[src/rtl/class_score_packer_pkg.sv]
`default_nettype none
// ============================================================================
// Module      : class_score_packer_pkg
// Description : Shared constants, state encoding and slot helper for the
//               packed 10-class score bus (producer and argmax consumer).
// Revision    : 1.0 - initial release
// ============================================================================
package class_score_packer_pkg;

  localparam int NUM_SIZE_DEF = 26;  // default width of one unsigned score
  localparam int NUM_CLASSES  = 10;  // scores per frame, fixed by the bus
  localparam int IDX_W        = 4;   // class index / beat counter width

  typedef enum logic [0:0] {
    COLLECT = 1'b0,
    HOLD    = 1'b1
  } state_e;

  // LSB of class slot `slot` inside the packed bus: [slot_lsb(..) +: num_size]
  function automatic int slot_lsb(input int num_size, input int slot);
    return num_size * slot;
  endfunction

endpackage
`default_nettype wire

[src/rtl/class_score_packer_if.sv]
`default_nettype none
// ============================================================================
// Module      : class_score_packer_if
// Description : Serial score input handshake plus packed score output bus.
//               master = the packer, slave = score source / argmax consumer.
// Revision    : 1.0 - initial release
// ============================================================================
interface class_score_packer_if
  import class_score_packer_pkg::*;
#(
  parameter int NUM_SIZE = NUM_SIZE_DEF
) ();

  logic                            ScoreValid;
  logic                            ScoreReady;
  logic [NUM_SIZE-1:0]             ScoreData;
  logic                            ScoreLast;
  logic [NUM_SIZE*NUM_CLASSES-1:0] Num;
  logic                            NumValid;
  logic                            NumAck;
  logic [IDX_W-1:0]                RunIndex;
  logic                            FrameErr;

  modport master (
    input  ScoreValid, ScoreData, ScoreLast, NumAck,
    output ScoreReady, Num, NumValid, RunIndex, FrameErr
  );

  modport slave (
    output ScoreValid, ScoreData, ScoreLast, NumAck,
    input  ScoreReady, Num, NumValid, RunIndex, FrameErr
  );

endinterface
`default_nettype wire

[src/rtl/class_score_packer_running_max.sv]
`default_nettype none
// ============================================================================
// Module      : score_running_max
// Description : Running argmax over the beats of one frame. Beat 0 loads
//               unconditionally; later beats win only on a strict unsigned
//               greater-than, so ties keep the lower class index.
// Revision    : 1.0 - initial release
// ============================================================================
module score_running_max
  import class_score_packer_pkg::*;
#(
  parameter int NUM_SIZE = NUM_SIZE_DEF
) (
  input  logic                clk,
  input  logic                rst,
  input  logic                load_first_i,
  input  logic                update_en_i,
  input  logic [NUM_SIZE-1:0] data_i,
  input  logic [IDX_W-1:0]    beat_i,
  output logic [IDX_W-1:0]    idx_o
);

  logic [NUM_SIZE-1:0] max_q, max_d;
  logic [IDX_W-1:0]    idx_q, idx_d;
  logic                w_take;

  // Decide whether the current beat becomes the new maximum
  always_comb begin
    w_take = load_first_i || (update_en_i && (data_i > max_q));
    max_d  = max_q;
    idx_d  = idx_q;
    if (w_take) begin
      max_d = data_i;
      idx_d = beat_i;
    end
  end

  // Hold the running maximum between accepted beats
  always_ff @(posedge clk) begin
    if (rst) begin
      max_q <= '0;
      idx_q <= '0;
    end else if (update_en_i) begin
      max_q <= max_d;
      idx_q <= idx_d;
    end
  end

  // Index including the beat being accepted, so the last beat counts
  assign idx_o = idx_d;

endmodule
`default_nettype wire

[src/rtl/class_score_packer.sv]
`default_nettype none
// ============================================================================
// Module      : class_score_packer
// Description : Collects NUM_CLASSES serial scores into a staging register,
//               publishes the packed frame with NumValid until NumAck, and
//               reports the frame argmax on RunIndex. Framing violations
//               drop the partial frame and pulse FrameErr.
// Revision    : 1.0 - initial release
// ============================================================================
module class_score_packer
  import class_score_packer_pkg::*;
#(
  parameter int NUM_SIZE = NUM_SIZE_DEF
) (
  input  logic                 clk,
  input  logic                 GlobalReset,
  class_score_packer_if.master bus
);

  localparam logic [IDX_W-1:0] LAST_BEAT = IDX_W'(NUM_CLASSES - 1);

  state_e                          state_q, state_d;
  logic [IDX_W-1:0]                cnt_q, cnt_d;
  logic [NUM_SIZE-1:0]             stage_q [NUM_CLASSES];
  logic [NUM_SIZE*NUM_CLASSES-1:0] num_q;
  logic [NUM_SIZE*NUM_CLASSES-1:0] w_frame;
  logic [IDX_W-1:0]                run_idx_q;
  logic [IDX_W-1:0]                w_max_idx;
  logic                            ferr_q;
  logic                            w_accept;
  logic                            w_is_last;
  logic                            w_done;
  logic                            w_err;

  // Beats are only taken while collecting; the last slot is beat 9
  assign w_accept  = bus.ScoreValid && (state_q == COLLECT);
  assign w_is_last = (cnt_q == LAST_BEAT);
  assign w_done    = w_accept && bus.ScoreLast && w_is_last;
  assign w_err     = w_accept && (bus.ScoreLast != w_is_last);

  // Frame as it will look once the current beat lands in its slot
  for (genvar i = 0; i < NUM_CLASSES; i++) begin : g_pack
    assign w_frame[slot_lsb(NUM_SIZE, i) +: NUM_SIZE] =
      (cnt_q == IDX_W'(i)) ? bus.ScoreData : stage_q[i];
  end

  score_running_max #(
    .NUM_SIZE (NUM_SIZE)
  ) u_running_max (
    .clk          (clk),
    .rst          (GlobalReset),
    .load_first_i (w_accept && (cnt_q == '0)),
    .update_en_i  (w_accept),
    .data_i       (bus.ScoreData),
    .beat_i       (cnt_q),
    .idx_o        (w_max_idx)
  );

  // Next state and beat counter; errors restart collection at slot 0
  always_comb begin
    state_d = state_q;
    cnt_d   = cnt_q;
    unique case (state_q)
      COLLECT: begin
        if (w_done) begin
          state_d = HOLD;
          cnt_d   = '0;
        end else if (w_err) begin
          cnt_d = '0;
        end else if (w_accept) begin
          cnt_d = cnt_q + 1'b1;
        end
      end
      HOLD: begin
        if (bus.NumAck) begin
          state_d = COLLECT;
        end
      end
    endcase
  end

  // State register and beat counter
  always_ff @(posedge clk) begin
    if (GlobalReset) begin
      state_q <= COLLECT;
      cnt_q   <= '0;
    end else begin
      state_q <= state_d;
      cnt_q   <= cnt_d;
    end
  end

  // Staging slots written in beat order
  always_ff @(posedge clk) begin
    if (GlobalReset) begin
      for (int i = 0; i < NUM_CLASSES; i++) begin
        stage_q[i] <= '0;
      end
    end else if (w_accept) begin
      stage_q[cnt_q] <= bus.ScoreData;
    end
  end

  // Published frame, its argmax and the framing-error pulse
  always_ff @(posedge clk) begin
    if (GlobalReset) begin
      num_q     <= '0;
      run_idx_q <= '0;
      ferr_q    <= 1'b0;
    end else begin
      ferr_q <= w_err;
      if (w_done) begin
        num_q     <= w_frame;
        run_idx_q <= w_max_idx;
      end
    end
  end

  assign bus.ScoreReady = (state_q == COLLECT);
  assign bus.NumValid   = (state_q == HOLD);
  assign bus.Num        = num_q;
  assign bus.RunIndex   = run_idx_q;
  assign bus.FrameErr   = ferr_q;

endmodule
`default_nettype wire

[src/flat_wrapper.sv]
// flat-port wrapper written by rule: the top's interface ports become plain ports
module class_score_packer_flat import class_score_packer_pkg::*;
#(
  parameter int NUM_SIZE = NUM_SIZE_DEF
)
  (clk, GlobalReset, bus_ScoreValid, bus_ScoreData, bus_ScoreLast, bus_NumAck, bus_ScoreReady, bus_Num, bus_NumValid, bus_RunIndex, bus_FrameErr);
  class_score_packer_if #(.NUM_SIZE(NUM_SIZE)) bus_i ();
  input  logic clk;
  input  logic GlobalReset;
  input wire logic [$bits(bus_i.ScoreValid)-1:0] bus_ScoreValid;
  input wire logic [$bits(bus_i.ScoreData)-1:0] bus_ScoreData;
  input wire logic [$bits(bus_i.ScoreLast)-1:0] bus_ScoreLast;
  input wire logic [$bits(bus_i.NumAck)-1:0] bus_NumAck;
  output wire logic [$bits(bus_i.ScoreReady)-1:0] bus_ScoreReady;
  output wire logic [$bits(bus_i.Num)-1:0] bus_Num;
  output wire logic [$bits(bus_i.NumValid)-1:0] bus_NumValid;
  output wire logic [$bits(bus_i.RunIndex)-1:0] bus_RunIndex;
  output wire logic [$bits(bus_i.FrameErr)-1:0] bus_FrameErr;
  assign bus_i.ScoreValid = bus_ScoreValid;
  assign bus_i.ScoreData = bus_ScoreData;
  assign bus_i.ScoreLast = bus_ScoreLast;
  assign bus_i.NumAck = bus_NumAck;
  assign bus_ScoreReady = bus_i.ScoreReady;
  assign bus_Num = bus_i.Num;
  assign bus_NumValid = bus_i.NumValid;
  assign bus_RunIndex = bus_i.RunIndex;
  assign bus_FrameErr = bus_i.FrameErr;
  class_score_packer #(.NUM_SIZE(NUM_SIZE)) u_core (.clk(clk), .GlobalReset(GlobalReset), .bus(bus_i));
endmodule
[config.mk]
export PLATFORM = sky130hd
export DESIGN_NAME = class_score_packer_flat
export DESIGN_NICKNAME = d
export VERILOG_FILES = /design/src/rtl/class_score_packer_pkg.sv /design/src/rtl/class_score_packer_if.sv /design/src/rtl/class_score_packer_running_max.sv /design/src/rtl/class_score_packer.sv /design/src/flat_wrapper.sv
export SDC_FILE = /design/constraint.sdc
export NUM_CORES = 1
export LEC_CHECK = 0
export ABC_AREA = 1
export ABC_CLOCK_PERIOD_IN_PS = 2800
export CAP_MARGIN = 20
export CORE_MARGIN = 1
export CORE_UTILIZATION = 56
export CTS_BUF_LIST = sky130_fd_sc_hd__clkbuf_8
export CTS_CLUSTER_SIZE = 16
export DETAILED_ROUTE_END_ITERATION = 8
export PLACE_DENSITY = 0.79
export SLEW_MARGIN = 20
export SYNTH_ARGS = -nofsm -noshare
export SYNTH_HDL_FRONTEND = slang
export SYNTH_SLANG_ARGS = --single-unit
[constraint.sdc]
create_clock -name clk -period 2.8 [get_ports clk]
set_clock_uncertainty 0.1 [all_clocks]
set_input_delay 0.28 -clock clk [delete_from_list [all_inputs] [get_ports clk]]
set_output_delay 0.28 -clock clk [all_outputs]
set_load 0.01 [all_outputs]
==> results.md <==
Yosys:
- The synthesized netlist devotes 0.0849% of its cell area to XOR and XNOR gates.
- After synthesis, the largest family of logic cells by area is simple AND/OR/NAND/NOR gates.
- The net count of the mapped netlist is 2165.
- The share of the synthesized area in compound gates (AO/OA/AOI/OAI) is 8.58%.
- The basic-gate share of the synthesized area counting and, or, nand and nor cells is 17.5%.
- After synthesis the cells add up to 20600 um2.
- The mux contribution to synthesized area is 0%.
- Summing the sequential cell areas from Yosys gives 66.9% of the chip area.
- The gate count of the mapped netlist is 2105.
- The average instance area after synthesis is 9.80 um2.
- The synthesized netlist devotes 1.76% of its cell area to adder and majority cells.
- The number of distinct standard cells referenced by the synthesized netlist is 33.
- Yosys printed 0 warnings.
- Synthesis inferred 560 register bits.

Worst hold path:
- The endpoint with the worst hold slack is u_core.u_running_max.max_q[3]$_SDFFE_PP0P_.
- The min-delay analysis places its worst path in the category primary input to register.
- The hold path startpoint is bus_ScoreData[3].
- Counting instances, the worst hold path has a depth of 3.

Outcome:
- The flow ran to the end, and the final reports show no timing, DRC or antenna violations.

Setup path:
- The cell with the largest stage delay on the worst path is dfxtp_1.
- The critical path startpoint category is a register.
- Tracing the worst setup path back leads to its startpoint at u_core.cnt_q[1]$_SDFFE_PP0P_.
- The worst register-to-register path begins at u_core.cnt_q[1]$_SDFFE_PP0P_.
- The largest incremental delay on the critical path is 0.53 ns.
- The critical path endpoint category is a register.
- Walking the worst path, the cells encountered are inv_1 -> ha_1 -> nand3_2 -> nor2_2 -> inv_2 -> nor2_8 -> inv_6 -> buf_12 -> nor2_1 -> nor2_1.
- The required time reported for the critical path endpoint is 3.26 ns.
- The arrival time at the worst endpoint is 3.01 ns.
- By startpoint and endpoint, the worst setup path is classified as register to register.
- In this run the worst path has a maximum fanout of 80.
- The most frequent cell on the critical path is nor2_1.
- The family with the most delay on the worst path is buffers and inverters.
- The number of cells on the worst reg-to-reg path is 10.
- The endpoint identified for the worst register-to-register timing path is bus_Num[144]$_SDFFE_PP0P_.
- The buffering stage count on the worst path with inverters included is 4.
- In this run the register-to-register setup slack is 0.25 ns.

Placed design:
- Once placement finished, the instance area stood at 24200 um2.
- Once placement completed, the tool counted placed cells totaling 2793.
- The detailed placement HPWL is 36800 um.
- The congestion estimate from routability-driven global placement came to 0.851.
- Port buffering added 297 buffers.

Floorplan:
- After floorplanning, the core was divided into 69 placement rows.
- For this configuration, the core starts out at a cell density of 57.4%.
- Measured along the y axis, the die boundary spans 194 um.
- In this run the standard cell core region covers 35900 um2.
- 298 I/O pins were placed.
- The chip width is 194 um.
- The floorplan die area is 37600 um2.

Pwr:
- For this design the ratio of total power to cell area is 618 nW/um2.
- The worst vdd rail ir drop is 380 uV.
- The leakage power figure is 0.0109 uW.

Layout:
- The final cell area excluding filler cells is 25800 um2.
- The share of post-route cells with drive strength above 1 is 7.99%.
- 0 antenna diodes ended up in the layout.
- Excluding fillers, the count of instances in the completed layout stands at 2953.
- The final core utilization is 71.8%.
- Relative to the synthesized area, the layout overhead comes to 24.9%.
- After the last flow step, the layout net total stands at 2479.

Detailed routing:
- For this run, design rule violations remaining after detail routing come to 0.
- The detailed-router iteration count before antenna repair is 5.
- The total vias in the final route is 16200.
- The mean routed wirelength per cell is 19.4 um.
- The first routing iteration left 1768 violations.
- The final routed wirelength across all metal layers is 57300 um.
- The antenna violation net count after detailed routing is 0.
- The average via count per standard cell is 5.49.

GRT:
- The number of antenna violations at the first check in global routing is 0.
- The first global-routing pass estimated 87700 um of wire.
- The maximum number of pins on one net before global-route repair is 126.
- Summed over all layers, the global routing overflow is 0.
- The number of global-route vias before repair is 15800.
- In the global route stage, overall resource usage came out at 30.4%.

Clock network:
- After clock tree synthesis, the flow added hold-fix buffers numbering 0.
- The TritonCTS clock tree is yes.
- The clock net in this run drives a total of 560 sinks.
- The largest buffer count on any clock path is 3.
- The clock latency on the worst-skew pair is 0.64 ns.
- The clock buffer count from CTS is 85.
- The post-cts gate resize count is 0.
- The number of setup buffers added after CTS is 0.
- The clock root buffer is clkbuf_8.
- Clock-pin slew was measured on the worst setup and hold paths at 0.06 ns.
- The maximum level of the CTS H-tree is 3.

STA:
- The sum of negative setup slack is 0 ns.
- After layout, the minimum clock period comes to 2.55 ns.
- The count of endpoints failing hold in the final timing report is 0.
- The final worst hold slack is 0.200 ns.
- The max-slew violation total from the final report is 0.
- The worst pin sits at a relative slew slack of 48.3%.
- Static timing analysis puts the maximum clock frequency at 392 MHz.
- The post-route clock period utilization is 91.0%.
- The number of failing setup endpoints in the final timing report is 0.
- At the pin with the least slew margin, the transition time is 0.775 ns.
- Setup repair after global routing left no endpoint under its margin.

Job:
- The max-cap check violation count is 0.
placed cells by master (no fill, tap or decap), drive strengths merged:
cell | netlist | layout
nor2 | 805 | 805
dfxtp | 300 | 300
clkdlybuf4s50 | 0 | 297
o21ai | 276 | 276
edfxtp | 260 | 260
inv | 121 | 170
nand2 | 106 | 106
clkbuf | 63 | 96
buf | 61 | 54
ha | 29 | 29
o211ai | 24 | 24
nand3 | 20 | 20
clkinv | 2 | 16
a31oi | 14 | 14
a21oi | 12 | 12
nor3 | 4 | 4
nand4 | 2 | 2
o32ai | 2 | 2
a21o | 1 | 1
xor2 | 1 | 1
xnor2 | 1 | 1
o22ai | 1 | 1
clkinvlp | 0 | 1
through the flow:
stage                     power [uW]  setup WS, ns
final                          15900         0.251
after floorplan                 9420         0.404
after global routing           16400         0.128
after CTS                      16000         0.319
after detailed placement        9750        0.0747
after global placement          9720         0.198
cell type report:
class                   instances  area [um2]
clock buffers                  96        1320
clock inverters                64         293
fillers                      2551       10100
inverters                     123         472
multi-input cells            1298        5770
flip-flops and latches        560       13800
well taps                     461         577
repair buffers                351        3530
flip-flops by register name (all words and copies together), names as in the netlist:
register                    cells
u_core.stage_q                260
bus_Num                       234
u_core.bus.Num                 26
u_core.u_running_max.max_q     26
u_core.bus.RunIndex             4
u_core.cnt_q                    4
u_core.u_running_max.idx_q      4
u_core.bus.FrameErr             1
u_core.bus.NumValid             1
Yosys cell counts, drive strengths merged:
library cell | instances | area share [%]
o32ai | 2 | 0.085
nand4 | 2 | 0.061
nand3 | 20 | 0.56
dfxtp | 300 | 29
a21o | 1 | 0.036
o211ai | 24 | 1.0
o22ai | 1 | 0.030
xor2 | 1 | 0.042
edfxtp | 260 | 38
nor3 | 4 | 0.17
ha | 29 | 1.8
clkbuf | 63 | 1.2
nor2 | 805 | 15
xnor2 | 1 | 0.042
a21oi | 12 | 0.29
nand2 | 106 | 2.0
a31oi | 14 | 0.42
o21ai | 276 | 6.7
buf | 61 | 1.7
inv | 121 | 2.2
clkinv | 2 | 0.036
cells by family after synthesis:
logic type | Yosys count
and+or+nand+nor | 937
adders and majority gates | 29
DFF | 560
AOI/OAI and AO/OA | 330
xor gates and xnor gates | 2
buffers and inverters | 247
per-layer routing:
layer  share of wire, %  routed length [um]  GRT usage, %
met1                 39               22300          39.0
met2                 48               27500          49.7
met3                8.8                5040          5.86
met4                4.5                2560          15.2
met5                  0                   0             0
how the worst max path moves through the flow:
stage / end / cells past startpoint / slack [ns]
4_1_cts: bus_Num[144]$_SDFFE_PP0P_ / 10 / 0.32
6_report: bus_Num[144]$_SDFFE_PP0P_ / 10 / 0.25
3_3_place_gp: u_core.u_running_max.max_q[7]$_SDFFE_PP0P_ / 12 / 0.20
3_5_place_dp: u_core.u_running_max.max_q[2]$_SDFFE_PP0P_ / 12 / 0.07
5_1_grt: bus_Num[197]$_SDFFE_PP0P_ / 10 / 0.13
2_1_floorplan: u_core.stage_q[6][0]$_SDFFCE_PN0P_ / 8 / 0.40
report_power, final:
group / total, uW / leakage (uW) / internal (uW) / switching (uW)
Combinational: 760 / 0.00481 / 219 / 541
Sequential: 8830 / 0.00511 / 8760 / 72.9
Clock: 6320 / 0.00100 / 3170 / 3150
Total: 15900 / 0.0109 / 12200 / 3770
tightest hold or removal path: stages:
cell	delay, ns
clkdlybuf4s50_1	0.45
nor2_1	0.11
nor2_1	0.05
No activity file was read; power rests on OpenSTA's default activity.
